[src/rtl/bus_pkg.sv]
// bus_pkg: bus source indices, bus widths and arbiter state encoding
package bus_pkg;
  localparam int SRC_R0     = 0;
  localparam int SRC_R1     = 1;
  localparam int SRC_R2     = 2;
  localparam int SRC_R3     = 3;
  localparam int SRC_R4     = 4;
  localparam int SRC_R5     = 5;
  localparam int SRC_R6     = 6;
  localparam int SRC_R7     = 7;
  localparam int SRC_R8     = 8;
  localparam int SRC_R9     = 9;
  localparam int SRC_R10    = 10;
  localparam int SRC_R11    = 11;
  localparam int SRC_R12    = 12;
  localparam int SRC_R13    = 13;
  localparam int SRC_R14    = 14;
  localparam int SRC_R15    = 15;
  localparam int SRC_HI     = 16;
  localparam int SRC_LO     = 17;
  localparam int SRC_ZHI    = 18;
  localparam int SRC_ZLO    = 19;
  localparam int SRC_PC     = 20;
  localparam int SRC_MDR    = 21;
  localparam int SRC_INPORT = 22;
  localparam int SRC_C      = 23;
  localparam int N_BUS_SRC  = 24;
  localparam int BUS_SEL_W  = 5;
  typedef enum logic [1:0] {ST_IDLE, ST_GRANTED, ST_HELD} arb_state_e;
endpackage

[src/rtl/bus_source_arbiter_if.sv]
// bus_source_arbiter_if: request/grant bundle between control unit strobes and the bus arbiter
interface bus_source_arbiter_if #(
  parameter int N_SRC = bus_pkg::N_BUS_SRC,
  parameter int SEL_W = $clog2(N_SRC),
  parameter int CNT_W = 8
);
  logic [N_SRC-1:0] req;
  logic             hold;
  logic [SEL_W-1:0] grant_sel;
  logic [N_SRC-1:0] grant_onehot;
  logic             grant_valid;
  logic             conflict;
  logic [CNT_W-1:0] conflict_cnt;
  modport master (output req, hold, input grant_sel, grant_onehot, grant_valid, conflict, conflict_cnt);
  modport slave (input req, hold, output grant_sel, grant_onehot, grant_valid, conflict, conflict_cnt);
endinterface

[src/rtl/rotating_priority_pick.sv]
// rotating_priority_pick: first set request bit at or after base, wrapping modulo N
module rotating_priority_pick #(
  parameter int N = 24,
  parameter int W = $clog2(N)
) (
  input  logic [N-1:0] req,
  input  logic [W-1:0] base,
  output logic         found,
  output logic [W-1:0] idx
);
  // scan offsets from farthest to nearest so the nearest set bit after base is kept last
  always_comb begin
    found = |req;
    idx = '0;
    for (int o = N - 1; o >= 0; o--) begin
      int j;
      j = int'(base) + o;
      j = j >= N ? j - N : j;
      if (req[j]) idx = W'(j);
    end
  end
endmodule

[src/rtl/bus_source_arbiter.sv]
// bus_source_arbiter: registered fixed-priority / round-robin bus source arbiter with grant hold and conflict counting
module bus_source_arbiter
  import bus_pkg::*;
#(
  parameter int N_SRC   = N_BUS_SRC,
  parameter int SEL_W   = $clog2(N_SRC),
  parameter bit RR_MODE = 1'b0,
  parameter int CNT_W   = 8
) (
  input logic                 clk,
  input logic                 clr,
  bus_source_arbiter_if.slave bus
);
  arb_state_e       state_q, state_d;
  logic [SEL_W-1:0] sel_q, sel_d, ptr_q, ptr_d, base, win;
  logic [N_SRC-1:0] onehot_q, onehot_d;
  logic [CNT_W-1:0] cnt_q, cnt_d;
  logic             conflict_q, conflict_d, found, multi, held;
  assign base  = RR_MODE ? ptr_q : '0;
  assign held  = state_q != ST_IDLE && bus.hold;
  assign multi = |(bus.req & (bus.req - N_SRC'(1)));
  rotating_priority_pick #(.N(N_SRC), .W(SEL_W)) u_pick (
    .req  (bus.req),
    .base (base),
    .found(found),
    .idx  (win)
  );
  // freeze an owned grant under hold, otherwise re-arbitrate; pointer advances only on a fresh grant
  always_comb begin
    state_d    = held ? ST_HELD : found ? ST_GRANTED : ST_IDLE;
    sel_d      = held ? sel_q : found ? win : '0;
    onehot_d   = held ? onehot_q : found ? N_SRC'(1) << win : '0;
    ptr_d      = (held || !found || !RR_MODE) ? ptr_q : win == SEL_W'(N_SRC - 1) ? '0 : win + SEL_W'(1);
    conflict_d = multi;
    cnt_d      = multi && !(&cnt_q) ? cnt_q + CNT_W'(1) : cnt_q;
  end
  // state, pointer and output registers; clr overrides hold and req
  always_ff @(posedge clk) begin
    if (clr) begin
      state_q    <= ST_IDLE;
      sel_q      <= '0;
      ptr_q      <= '0;
      onehot_q   <= '0;
      conflict_q <= 1'b0;
      cnt_q      <= '0;
    end else begin
      state_q    <= state_d;
      sel_q      <= sel_d;
      ptr_q      <= ptr_d;
      onehot_q   <= onehot_d;
      conflict_q <= conflict_d;
      cnt_q      <= cnt_d;
    end
  end
  assign bus.grant_sel    = sel_q;
  assign bus.grant_onehot = onehot_q;
  assign bus.grant_valid  = state_q != ST_IDLE;
  assign bus.conflict     = conflict_q;
  assign bus.conflict_cnt = cnt_q;
endmodule

[src/flat_wrapper.sv]
// flat-port wrapper written by rule: the top's interface ports become plain ports
module bus_source_arbiter_flat import bus_pkg::*;
#(
  parameter int N_SRC   = N_BUS_SRC,
  parameter int SEL_W   = $clog2(N_SRC),
  parameter bit RR_MODE = 1'b0,
  parameter int CNT_W   = 8
)
  (clk, clr, bus_req, bus_hold, bus_grant_sel, bus_grant_onehot, bus_grant_valid, bus_conflict, bus_conflict_cnt);
  bus_source_arbiter_if #(.N_SRC(N_SRC), .SEL_W(SEL_W), .CNT_W(CNT_W)) bus_i ();
  input logic clk;
  input logic clr;
  input wire logic [$bits(bus_i.req)-1:0] bus_req;
  input wire logic [$bits(bus_i.hold)-1:0] bus_hold;
  output wire logic [$bits(bus_i.grant_sel)-1:0] bus_grant_sel;
  output wire logic [$bits(bus_i.grant_onehot)-1:0] bus_grant_onehot;
  output wire logic [$bits(bus_i.grant_valid)-1:0] bus_grant_valid;
  output wire logic [$bits(bus_i.conflict)-1:0] bus_conflict;
  output wire logic [$bits(bus_i.conflict_cnt)-1:0] bus_conflict_cnt;
  assign bus_i.req = bus_req;
  assign bus_i.hold = bus_hold;
  assign bus_grant_sel = bus_i.grant_sel;
  assign bus_grant_onehot = bus_i.grant_onehot;
  assign bus_grant_valid = bus_i.grant_valid;
  assign bus_conflict = bus_i.conflict;
  assign bus_conflict_cnt = bus_i.conflict_cnt;
  bus_source_arbiter #(.N_SRC(N_SRC), .SEL_W(SEL_W), .RR_MODE(RR_MODE), .CNT_W(CNT_W)) u_core (.clk(clk), .clr(clr), .bus(bus_i));
endmodule
[config.mk]
export PLATFORM = sky130hd
export DESIGN_NAME = bus_source_arbiter_flat
export DESIGN_NICKNAME = d
export VERILOG_FILES = /design/src/rtl/bus_pkg.sv /design/src/rtl/bus_source_arbiter_if.sv /design/src/rtl/rotating_priority_pick.sv /design/src/rtl/bus_source_arbiter.sv /design/src/flat_wrapper.sv
export SDC_FILE = /design/constraint.sdc
export NUM_CORES = 1
export LEC_CHECK = 0
export CAP_MARGIN = 5
export CORE_AREA = 2 2 73 75
export CTS_BUF_LIST = sky130_fd_sc_hd__clkbuf_16
export CTS_CLUSTER_DIAMETER = 200
export DETAILED_ROUTE_END_ITERATION = 16
export DIE_AREA = 0 0 75 77
export PLACE_DENSITY = 0.67
export SYNTH_ARGS = -nofsm -noshare
export SYNTH_HDL_FRONTEND = slang
export SYNTH_SLANG_ARGS = --single-unit
[constraint.sdc]
create_clock -name clk -period 8.03 [get_ports clk]
set_clock_uncertainty 0.1 [all_clocks]
set_input_delay 2.409 -clock clk [delete_from_list [all_inputs] [get_ports clk]]
set_output_delay 2.409 -clock clk [all_outputs]
set_load 0.005 [all_outputs]
# Word level (Yosys, flattened, before mapping)
# Index checks and enable logic that the tools add are counted.
[totals] in_bits=27 wordCells=46 register_bits=40 out_inout_bits=39
[classes] shifts=1 reduce_logical=8 addsub=2 bitwise_logic=1 mux=28
[ops] operator="5-bit 2-to-1 mux" n=25
[ops] operator="24-bit OR reduction" n=2
[ops] operator="24-bit bitwise AND" n=1
[ops] operator="24-bit 2-to-1 mux" n=1
[ops] operator="1-bit by 5-bit left shift with 24-bit output (first input constant)" n=1
[ops] operator="24-bit by 1-bit subtractor with 24-bit output (second input constant)" n=1
[ops] operator="8-bit by 1-bit adder with 8-bit output (second input constant)" n=1
[ops] operator="8-bit AND reduction" n=1
[ops] operator="1-bit logical AND" n=2
[ops] operator="2-bit 2-to-1 mux" n=1
[ops] operator="2-bit nonzero test" n=1
[ops] operator="2-bit OR reduction" n=1
[ops] operator="1-bit logical NOT" n=1
[ops] operator="1-bit 2-to-1 mux" n=1

# Longest topological paths before layout
# Gate-level depths: netlist of run 1.
[logic_depth] ltp_word=26 depth_mapped=8 depth_no_buf=7

# Hierarchy
# A second synthesis of run 1 with hierarchy kept.
[hier_totals] cells_unflattened=966 hier_area_um2=7571.0
[by_module_without_submodules] module="rotating_priority_pick" area_per_inst_um2=5835.6 instances=1 seq_area_each_um2=0.0 cells_each=775
[by_module_without_submodules] module="bus_source_arbiter" area_per_inst_um2=1735.4 instances=1 seq_area_each_um2=800.8 cells_each=191

# Worst setup path before layout of run 1
# Ideal clock, no wire load.
[synth_path] path_kind="input -> register" start="input bus_req[5]" end="register u_core.cnt_q[1], in the netlist u_core.bus.conflict_cnt[1]" t_required_ns=7.802 stages=8 setup_time_ns=0.128 setup_slack_ns=3.688 n_path_buf=1 arrival_ns=4.115 path_cell_list="or4_1 maj3_2 o32ai_1 o2111ai_1 o21ai_2 buf_6 mux2i_1 nor2_1"
[synth_via] elab_chain_cells=4
[synth_lines] item="start, declared" line_no="flat_wrapper.sv:13" source="input wire logic [$bits(bus_i.req)-1:0] bus_req;"
[synth_lines] item="24-bit by 1-bit subtractor with 24-bit output" line_no="bus_source_arbiter.sv:21" source="assign multi = |(bus.req & (bus.req - N_SRC'(1)));"
[synth_lines] item="24-bit bitwise AND *" line_no="bus_source_arbiter.sv:21"
[synth_lines] item="24-bit OR reduction *" line_no="bus_source_arbiter.sv:21"
[synth_lines] item="1-bit logical AND *" line_no="bus_source_arbiter.sv:35" source="cnt_d = multi && !(&cnt_q) ? cnt_q + CNT_W'(1) : cnt_q;"
[synth_lines] item="end signal, assigned" line_no="bus_source_arbiter.sv:52" source="cnt_q <= cnt_d;"
[synth_lines] item="end, declared" line_no="bus_source_arbiter.sv:17" source="logic [CNT_W-1:0] cnt_q, cnt_d;"
# Every way passes the cells marked *; elsewhere a longest branch is shown, timed or not.
# A chain may end at the register's enable or synchronous reset.

# Worst setup path after layout of run 1
[layout_path] start="input bus_req[12]" end="register u_core.cnt_q[1], in the netlist u_core.bus.conflict_cnt[1]"
# Same word-level chain as after synthesis.

==> results of run 1 <==
-- through the flow --
stage	instance area [um^2]	total power, W	util [%]	worst slack (ps)	std cells
after floorplan	1946	0.0002322	-	3688	224
after global placement	2661	0.0002667	53.47	2892	354
after detailed placement	2661	0.0002668	53.47	2844	354
after CTS	2833	0.0004937	56.91	3123	362
after global routing	2833	0.0005102	56.91	2752	362
final	2833	0.0004906	56.91	3101	362
-- layout make-up --
cell class,count,share of cell area (%)
Multi-Input combinational cell,169,38.16
Sequential cell,40,28.27
Clock buffer,5,4.417
Inverter,9,1.193
Tap cell,70,3.092
Timing Repair Buffer,66,23.23
Clock inverter,3,1.634
-- synthesized netlist by cell type, types with 2 or more instances --
| cell type | count | area (um^2) |
|---|---|---|
| a22o_1 | 13 | 113.9 |
| o21a_1 | 3 | 22.52 |
| or3_1 | 8 | 50.05 |
| o31ai_1 | 5 | 37.54 |
| a32o_1 | 9 | 90.09 |
| nand4_1 | 3 | 18.77 |
| nor4_4 | 3 | 63.81 |
| a211oi_1 | 3 | 22.52 |
| inv_1 | 9 | 33.78 |
| nand2_1 | 19 | 71.32 |
| a21oi_1 | 16 | 80.08 |
| clkbuf_1 | 5 | 18.77 |
| o21ai_1 | 6 | 30.03 |
| o32ai_1 | 2 | 17.52 |
| nor3_1 | 8 | 40.04 |
| nand2b_1 | 2 | 12.51 |
| and3_1 | 4 | 25.02 |
| dfxtp_1 | 40 | 800.8 |
| nand3_1 | 9 | 45.04 |
| nor2_1 | 24 | 90.09 |
| o21ai_0 | 7 | 35.03 |
| a2111oi_0 | 2 | 17.52 |
-- worst max-delay path, stage by stage --
cell and delay (ps):
clkdlybuf4s50_1 520, nor4_2 500, nand4_1 290, a221oi_1 340
o211ai_1 210, o21ai_2 420, mux2i_1 230, nor2_1 50
-- how the worst min path moves through the flow --
stage,startpoint,slack [ps],end,depth (start not counted)
6_report,u_core.bus.grant_sel[4],350,u_core.bus.grant_sel[4],2
5_1_grt,u_core.bus.grant_sel[4],360,u_core.bus.grant_sel[4],2
4_1_cts,u_core.bus.grant_sel[4],350,u_core.bus.grant_sel[4],2
3_5_place_dp,u_core.bus.grant_sel[4],340,u_core.bus.grant_sel[4],2
3_3_place_gp,u_core.bus.grant_sel[4],340,u_core.bus.grant_sel[4],2
2_1_floorplan,u_core.bus.grant_sel[3],340,u_core.bus.grant_sel[3],2
-- power by group --
part | switching [W] | internal [W] | leakage, nW
combinational | 0.0000307 | 0.0000274 | 0.573
sequential | 0.00000294 | 0.000202 | 0.324
clock | 0.0000799 | 0.000148 | 0.0804
total | 0.000113 | 0.000377 | 0.977
-- cells by family (layout without fill, tap and decap cells) --
logic type                 Yosys count  in the layout
AOI/OAI and AO/OA                   78             78
buffers and inverters               15             83
DFF                                 40             40
adders and majority gates            2              2
muxes                                1              1
and+or+nand+nor                     87             87
xor gates and xnor gates             1              1
-- state kept, by name (all words and copies together) (netlist names) --
name                     count
u_core.bus.grant_onehot     24
u_core.bus.conflict_cnt      8
u_core.bus.conflict          1
u_core.state_q               2
u_core.bus.grant_sel         5
-- layer usage --
metal / part of all wire, % / GRT usage, % / wire (um) / vias to the layer above
met3: 4.5 / 4.468 / 239 / 6
met2: 46 / 29.47 / 2406 / 56
met5: 0 / 0 / 0 / -
met4: 1.4 / 5.714 / 76 / 0
met1: 48 / 26.87 / 2556 / 922
li1: - / - / - / 1003
==> out/qor.txt, run 1 <==
Leakage: 0.9774 nW
Critical Path Start Type: input pin
RR Startpoint: u_core.state_q[1]
Number of synthesized register bits: 40
Via count: 1,987
Vias in the first global route: 1,833
Reg clk slew, reported paths: 60 ps
First-pass GRT wire length: 8.811 mm
Area delta synth->final: 45.60%
Critical-path maximum fanout: 12
GR Overflow Total: 0
Filler Cells Inserted: 452
Initial drt markers: 74
CTS tree: yes
Ys Warns: 0
HPWL after detailed placement: 4.008 mm
Path type of the worst setup path: input pin to flop
Min-Delay Path Class: flop to flop
Commonest non-fill, non-tap cell in the layout: clkdlybuf4s50_1
Critical path capture point: u_core.bus.conflict_cnt[1]
Postcts setup bufs: 0
Mapped Area: 1946 um^2
R2r setup slk: 6180 ps
CTS Hold Bufs: 0
Synth Area in Compound Gates: 29.13%
Asr flop ratio synth: 0%
Final Slew Violations: 0
Total Routed Length: 5.278 mm
Final #Nets: 319
Initial core utilization: 39.09%
FMAX: 202.9 MHz
Critical Path RT: 8080 ps
Die W: 75 um
Cts repair resizes: 0
Ys flop type: dfxtp_1
Max-cap check violation count: 0
Routed Antenna Nets: 0
Worst vdd ir: 0.1266 mV
Endpoint type of the worst setup path: flop
Final Hold Vio Count: 0
H-tree depth: 2
Xor/xnor share of the synthesized area: 0.4502%
Gpl congestion: 0.8983
Seq/Total Area, Yosys: 41.16%
CTS Buf Count: 5
Crit. Startpoint: bus_req[12]
TritonRoute pass-1 iters: 4
Post-route minimum period: 4929 ps
Initial antenna violation count: 0
Global Route Usage Sum: 19.33%
Syn Nets: 252
WP data arrival: 4980 ps
Largest family of logic cells by synthesized area: compound AO/OA/AOI/OAI gates
Outcome: finished clean
RSZ-0062 raised after global routing: false
Relative slew slack: 52.00%
Post-synthesis mux area share: 0.5145%
Worst-Skew Late Latency: 280 ps
Clock sinks: 40
Reg2reg path depth: 5
Final setup violating endpoints: 0
Register Area: 800.8 um^2
Residual DRC: 0
DR WL/cell: 14.58 um
Row count: 26
Share of cells above drive strength 1: 5.479%
Diode count: 0
Largest net degree at the start of global routing: 31
Period Utilization, post-route: 61.39%
Post-synth EDFFs: 0
Root buffer cell: clkbuf_16
Yosys cell types: 46
Post-Synth Simple-Gate Area: 24.24%
Vias per cell: 5.489
Post-synthesis adder-cell area fraction: 1.222%
Area of the die: 5775 um^2
Die Y: 77 um
PortBufs: 65
Clock Path Buffers: 2
Most frequent cells in the layout: clkdlybuf4s50_1, dfxtp_1, nor2_1, nand2_1, a21oi_1
Mapped Cells: 224
Footprint of the multi-input gates: 1081 um^2
Power per Cell Area: 173.2 nW/um^2
Setup TNS: 0 ps
Worst Tran Pin Value: 718.5 ps
Core Footprint: 4977 um^2
Syn avg cell area: 8.686 um^2
RR Endpoint: u_core.bus.grant_onehot[12]
Final hold slack: 352.9 ps
I/O pin count: 66
No activity file was read; power rests on OpenSTA's default activity.
==> run 2, diff against run 1 <==
==> constraint.sdc (replaced) <==
create_clock -name clk -period 5.05 [get_ports clk]
set_clock_uncertainty 0.1 [all_clocks]
set_input_delay 1.515 -clock clk [delete_from_list [all_inputs] [get_ports clk]]
set_output_delay 1.515 -clock clk [all_outputs]
set_load 0.005 [all_outputs]
==> out/qor.txt, run 2 (synthesized netlist as in run 1, its figures left out) <==
Outcome: finished clean
GR Overflow Total: 0 (unchanged)
Gpl congestion: 0.8986 (about the same)
Residual DRC: 0 (unchanged)
Final setup violating endpoints: 0 (unchanged)
Total Routed Length: 5.309 mm (+0.59%)
Commonest non-fill, non-tap cell in the layout: clkdlybuf4s50_1
Diode count: 0 (unchanged)
Endpoint type of the worst setup path: flop
Die Y: 77 um (unchanged)
TritonRoute pass-1 iters: 4 (unchanged)
First-pass GRT wire length: 8.907 mm (+1.1%)
Post-route minimum period: 4120 ps
Root buffer cell: clkbuf_16
HPWL after detailed placement: 3.995 mm (-0.32%)
Critical Path RT: 5100 ps (-2980 ps)
Final Hold Vio Count: 0 (unchanged)
CTS Buf Count: 5 (unchanged)
WP data arrival: 4170 ps (-810 ps)
Cts repair resizes: 0 (unchanged)
RSZ-0062 raised after global routing: false
I/O pin count: 66 (unchanged)
Clock sinks: 40 (unchanged)
Via count: 2,008 (+1.1%)
Initial drt markers: 74 (unchanged)
Final Slew Violations: 0 (unchanged)
Min-Delay Path Class: flop to flop
DR WL/cell: 14.63 um (+0.31%)
Most frequent cells in the layout: clkdlybuf4s50_1, dfxtp_1, nor2_1, nand2_1, a21oi_1
Largest net degree at the start of global routing: 31 (unchanged)
Core Footprint: 4977 um^2 (unchanged)
Initial antenna violation count: 0 (unchanged)
Relative slew slack: 51.15% (-0.85 points)
Largest register FFs: 24 (unchanged)
Final core area utilization: 56.99% (+0.075 points)
Worst vdd ir: 0.1304 mV (+3.0%)
PortBufs: 65 (unchanged)
Vias in the first global route: 1,834 (+0.055%)
Share of cells above drive strength 1: 5.461% (-0.019 points)
Max-cap check violation count: 0 (unchanged)
Routed Antenna Nets: 0 (unchanged)
Critical Path Start Type: input pin
Critical-path maximum fanout: 12 (unchanged)
Postcts setup bufs: 0 (unchanged)
CTS Hold Bufs: 0 (unchanged)
Placed instance area: 2669 um^2 (+0.28%)
Row count: 26 (unchanged)
FMAX: 242.7 MHz
Area of the die: 5775 um^2 (unchanged)
Path type of the worst setup path: input pin to flop
Final #Nets: 320 (+0.31%)
Setup TNS: 0 ps (unchanged)
Cell area after layout: 2836 um^2 (+0.13%)
Worst Tran Pin Value: 727.2 ps (+8.740 ps)
Die W: 75 um (unchanged)
CTS tree: yes
Reg clk slew, reported paths: 60 ps (about the same)
Total chip power: 0.0007713 W (+57%)
Leakage: 0.9838 nW (+0.65%)
Worst-Skew Late Latency: 270 ps (about the same)
Vias per cell: 5.532 (+0.78%)
Area delta synth->final: 45.79%
Power per Cell Area: 271.9 nW/um^2 (+57%)
Placed cells: 355 (+0.28%)
Final Non-Filler Cells: 363 (+0.28%)
H-tree depth: 2 (unchanged)
Clock Path Buffers: 2 (unchanged)
Period Utilization, post-route: 81.58%
Initial core utilization: 39.09% (unchanged)
Global Route Usage Sum: 19.58% (+0.25 points)
## run 2: cell types whose count changed in the layout (fill, tap and decap cells not counted)
| cell | previous run | this run |
|---|---|---|
| buf_4 | 1 | 2 |
| inv_6 | 1 | 0 |
| clkinvlp_4 | 1 | 0 |
| clkinv_1 | 0 | 1 |
| clkinv_4 | 0 | 1 |
## run 2: per-layer routing
layer / global-route usage [%] / wire [um] / share of wire, %
met5: 0 / 0 / 0
met4: 5.000 / 44 / 0.83
met3: 4.731 / 255 / 4.8
met2: 29.21 / 2409 / 45
met1: 28.02 / 2599 / 49
## run 2: worst paths after layout
| path | slack (ps) | from | to | cells after the start |
|---|---|---|---|---|
| max | 930 | bus_req[3] | u_core.bus.conflict_cnt[1] | 8 |
| min | 340 | u_core.bus.grant_sel[4] | u_core.bus.grant_sel[4] | 2 |
| max reg2reg | 3240 | u_core.state_q[1] | u_core.bus.grant_onehot[8] | 5 |
| min reg2reg | 340 | u_core.bus.grant_sel[4] | u_core.bus.grant_sel[4] | 2 |
## run 2: layout make-up
| class | instances | area, um^2 |
|---|---|---|
| Clock inverter | 3 | 42.54 |
| Sequential cell | 40 | 800.8 |
| Fill cell | 480 | 2141 |
| Inverter | 9 | 33.78 |
| Multi-Input combinational cell | 169 | 1081 |
| Timing Repair Buffer | 67 | 665.6 |
| Tap cell | 70 | 87.58 |
| Clock buffer | 5 | 125.1 |
## run 2: power breakdown
group | total [W] | switching, W | internal (W)
logic | 0.0000922 | 0.0000486 | 0.0000436
clock network | 0.000353 | 0.000121 | 0.000232
registers | 0.000326 | 0.00000470 | 0.000322
total | 0.000771 | 0.000174 | 0.000597
## run 2: critical path, stage by stage
cell	delay, ps
clkdlybuf4s50_1	520
nor4_4	500
nand4_1	340
a221oi_1	390
o211ai_1	210
o21ai_2	420
mux2i_1	230
nor2_1	50
## run 2: per-stage QoR
stage | worst slack (ps) | hold WS, ps
2_1_floorplan | 1602 | 338.8
3_3_place_gp | 823.4 | 335.4
6_report | 930.0 | 344.4
4_1_cts | 971.7 | 346.7
5_1_grt | 717.3 | 351.6
3_5_place_dp | 682.1 | 338.8
==> run 3, diff against run 2 <==
==> constraint.sdc (replaced) <==
create_clock -name clk -period 4.1 [get_ports clk]
set_clock_uncertainty 0.1 [all_clocks]
set_input_delay 1.23 -clock clk [delete_from_list [all_inputs] [get_ports clk]]
set_output_delay 1.23 -clock clk [all_outputs]
set_load 0.005 [all_outputs]
==> out/qor.txt, run 3 (synthesized netlist as in run 1, its figures left out) <==
Outcome: finished clean
Gpl congestion: 0.8602 (-4.3%)
RSZ-0062 raised after global routing: false
Critical Path RT: 4150 ps (-950 ps)
Initial drt markers: 114 (+54%)
Leakage: 1.034 nW (+5.1%)
Critical-path maximum fanout: 12 (unchanged)
R2r setup slk: 2300 ps (-940 ps)
Via count: 2,035 (+1.3%)
Residual DRC: 0 (unchanged)
Area of the die: 5775 um^2 (unchanged)
Initial core utilization: 39.09% (unchanged)
Area delta synth->final: 49.65%
Final setup violating endpoints: 0 (unchanged)
Commonest non-fill, non-tap cell in the layout: clkdlybuf4s50_1
Share of cells above drive strength 1: 8.911% (+3.5 points)
Critical Path Start Type: input pin
Clock Path Buffers: 2 (unchanged)
Largest register FFs: 24 (unchanged)
Postcts setup bufs: 0 (unchanged)
Endpoint type of the worst setup path: flop
Vias per cell: 5.456 (-1.4%)
DR WL/cell: 14.25 um (-2.6%)
Final Hold Vio Count: 0 (unchanged)
Global Route Usage Sum: 19.56% (-0.021 points)
WP data arrival: 3540 ps (-630 ps)
Worst stage delay on the critical path: 570 ps (+50 ps)
Root buffer cell: clkbuf_16
Worst path slowest cell: or4_1
Path type of the worst setup path: input pin to flop
Worst-Skew Late Latency: 280 ps (about the same)
CP cell instances: clkdlybuf4s50_1 -> or4_1 -> maj3_2 -> o32ai_1 -> o2111ai_1 -> o21ai_2 -> buf_4 -> mux2i_1 -> nor2_1
CTS tree: yes
Total chip power: 0.0009557 W (+24%)
Cts repair resizes: 0 (unchanged)
TritonRoute pass-1 iters: 4 (unchanged)
Vias in the first global route: 1,933 (+5.4%)
Total Routed Length: 5.315 mm (+0.11%)
Die Y: 77 um (unchanged)
Setup TNS: 0 ps (unchanged)
Relative slew slack: 60.04% (+8.9 points)
Die W: 75 um (unchanged)
Post-route minimum period: 3484 ps
Routed Antenna Nets: 0 (unchanged)
Largest net degree at the start of global routing: 31 (unchanged)
Final #Nets: 330 (+3.1%)
Period Utilization, post-route: 84.97%
Diode count: 0 (unchanged)
HPWL after detailed placement: 4.074 mm (+2.0%)
CTS Hold Bufs: 0 (unchanged)
Worst vdd ir: 0.3207 mV (+150%)
Reg clk slew, reported paths: 60 ps (about the same)
Most frequent cells in the layout: clkdlybuf4s50_1, dfxtp_1, nor2_1, nand2_1, a21oi_1
Row count: 26 (unchanged)
Filler Cells Inserted: 460 (-4.2%)
GR Overflow Total: 0 (unchanged)
Final Slew Violations: 0 (unchanged)
Min-Delay Path Class: flop to flop
Worst Tran Pin Value: 593.1 ps (-134.1 ps)
Clock sinks: 40 (unchanged)
Max-cap check violation count: 0 (unchanged)
FMAX: 287.0 MHz
Power per Cell Area: 328.3 nW/um^2 (+21%)
H-tree depth: 2 (unchanged)
Core Footprint: 4977 um^2 (unchanged)
CTS Buf Count: 5 (unchanged)
First-pass GRT wire length: 8.963 mm (+0.63%)
Initial antenna violation count: 0 (unchanged)
PortBufs: 65 (unchanged)
I/O pin count: 66 (unchanged)
-- run 3: cell types whose count changed in the layout (fill, tap and decap cells not counted) --
cell,delta
buf_4,+10
clkinv_1,-1
clkinv_2,+1
clkinv_4,-1
clkinvlp_4,+1
-- run 3: layout make-up --
cell class                      instances  area [um^2]  share of cell area [%]
Tap cell                               70        87.58                   3.008
Clock buffer                            5        125.1                   4.297
Timing Repair Buffer                   77        740.7                   25.44
Clock inverter                          3        42.54                   1.461
Inverter                                9        33.78                   1.160
Multi-Input combinational cell        169         1081                   37.13
Sequential cell                        40        800.8                   27.50
-- run 3: worst max-delay path: cells and delay by family --
kind / cells / cell delay [ps]
adder cells (fa/ha/maj): 1 / 320
AND/OR/NAND/NOR: 2 / 620
multiplexers: 1 / 190
AO/OA/AOI/OAI: 3 / 590
buffers and inverters: 2 / 590
-- run 3: metal layers --
layer	vias up	global-route usage, %	wire length (um)
li1	1027	-	-
met1	946	25.69	2479
met2	55	32.37	2554
met3	7	3.811	231
met4	0	4.821	49
met5	-	0	0
-- run 3: final timing paths --
check                               start                          to  cells after the start
setup reg to reg        u_core.state_q[1]  u_core.bus.grant_onehot[8]                      5
hold reg to reg   u_core.bus.grant_sel[4]     u_core.bus.grant_sel[4]                      2
hold / removal    u_core.bus.grant_sel[4]     u_core.bus.grant_sel[4]                      2
setup / recovery               bus_req[5]  u_core.bus.conflict_cnt[1]                      9
-- run 3: stage by stage --
step                std cells  hold WS (ps)  utilization, %  area (um^2)  setup slack, ps
floorplan                 224         338.8               -         1946            936.5
detailed placement        365         341.4           55.13         2744            322.0
global placement          365         336.0           55.13         2744            366.4
CTS                       373         349.7           58.50         2912            611.4
finish                    373         349.4           58.50         2912            616.2
global route              373         373.9           58.50         2912            407.2
-- run 3: power by group --
group / total (W) / leakage [nW] / internal (W) / switching, W
combinational: 0.000119 / 0.629 / 0.0000581 / 0.0000608
clock: 0.000435 / 0.0798 / 0.000285 / 0.000149
sequential: 0.000402 / 0.324 / 0.000396 / 0.00000569
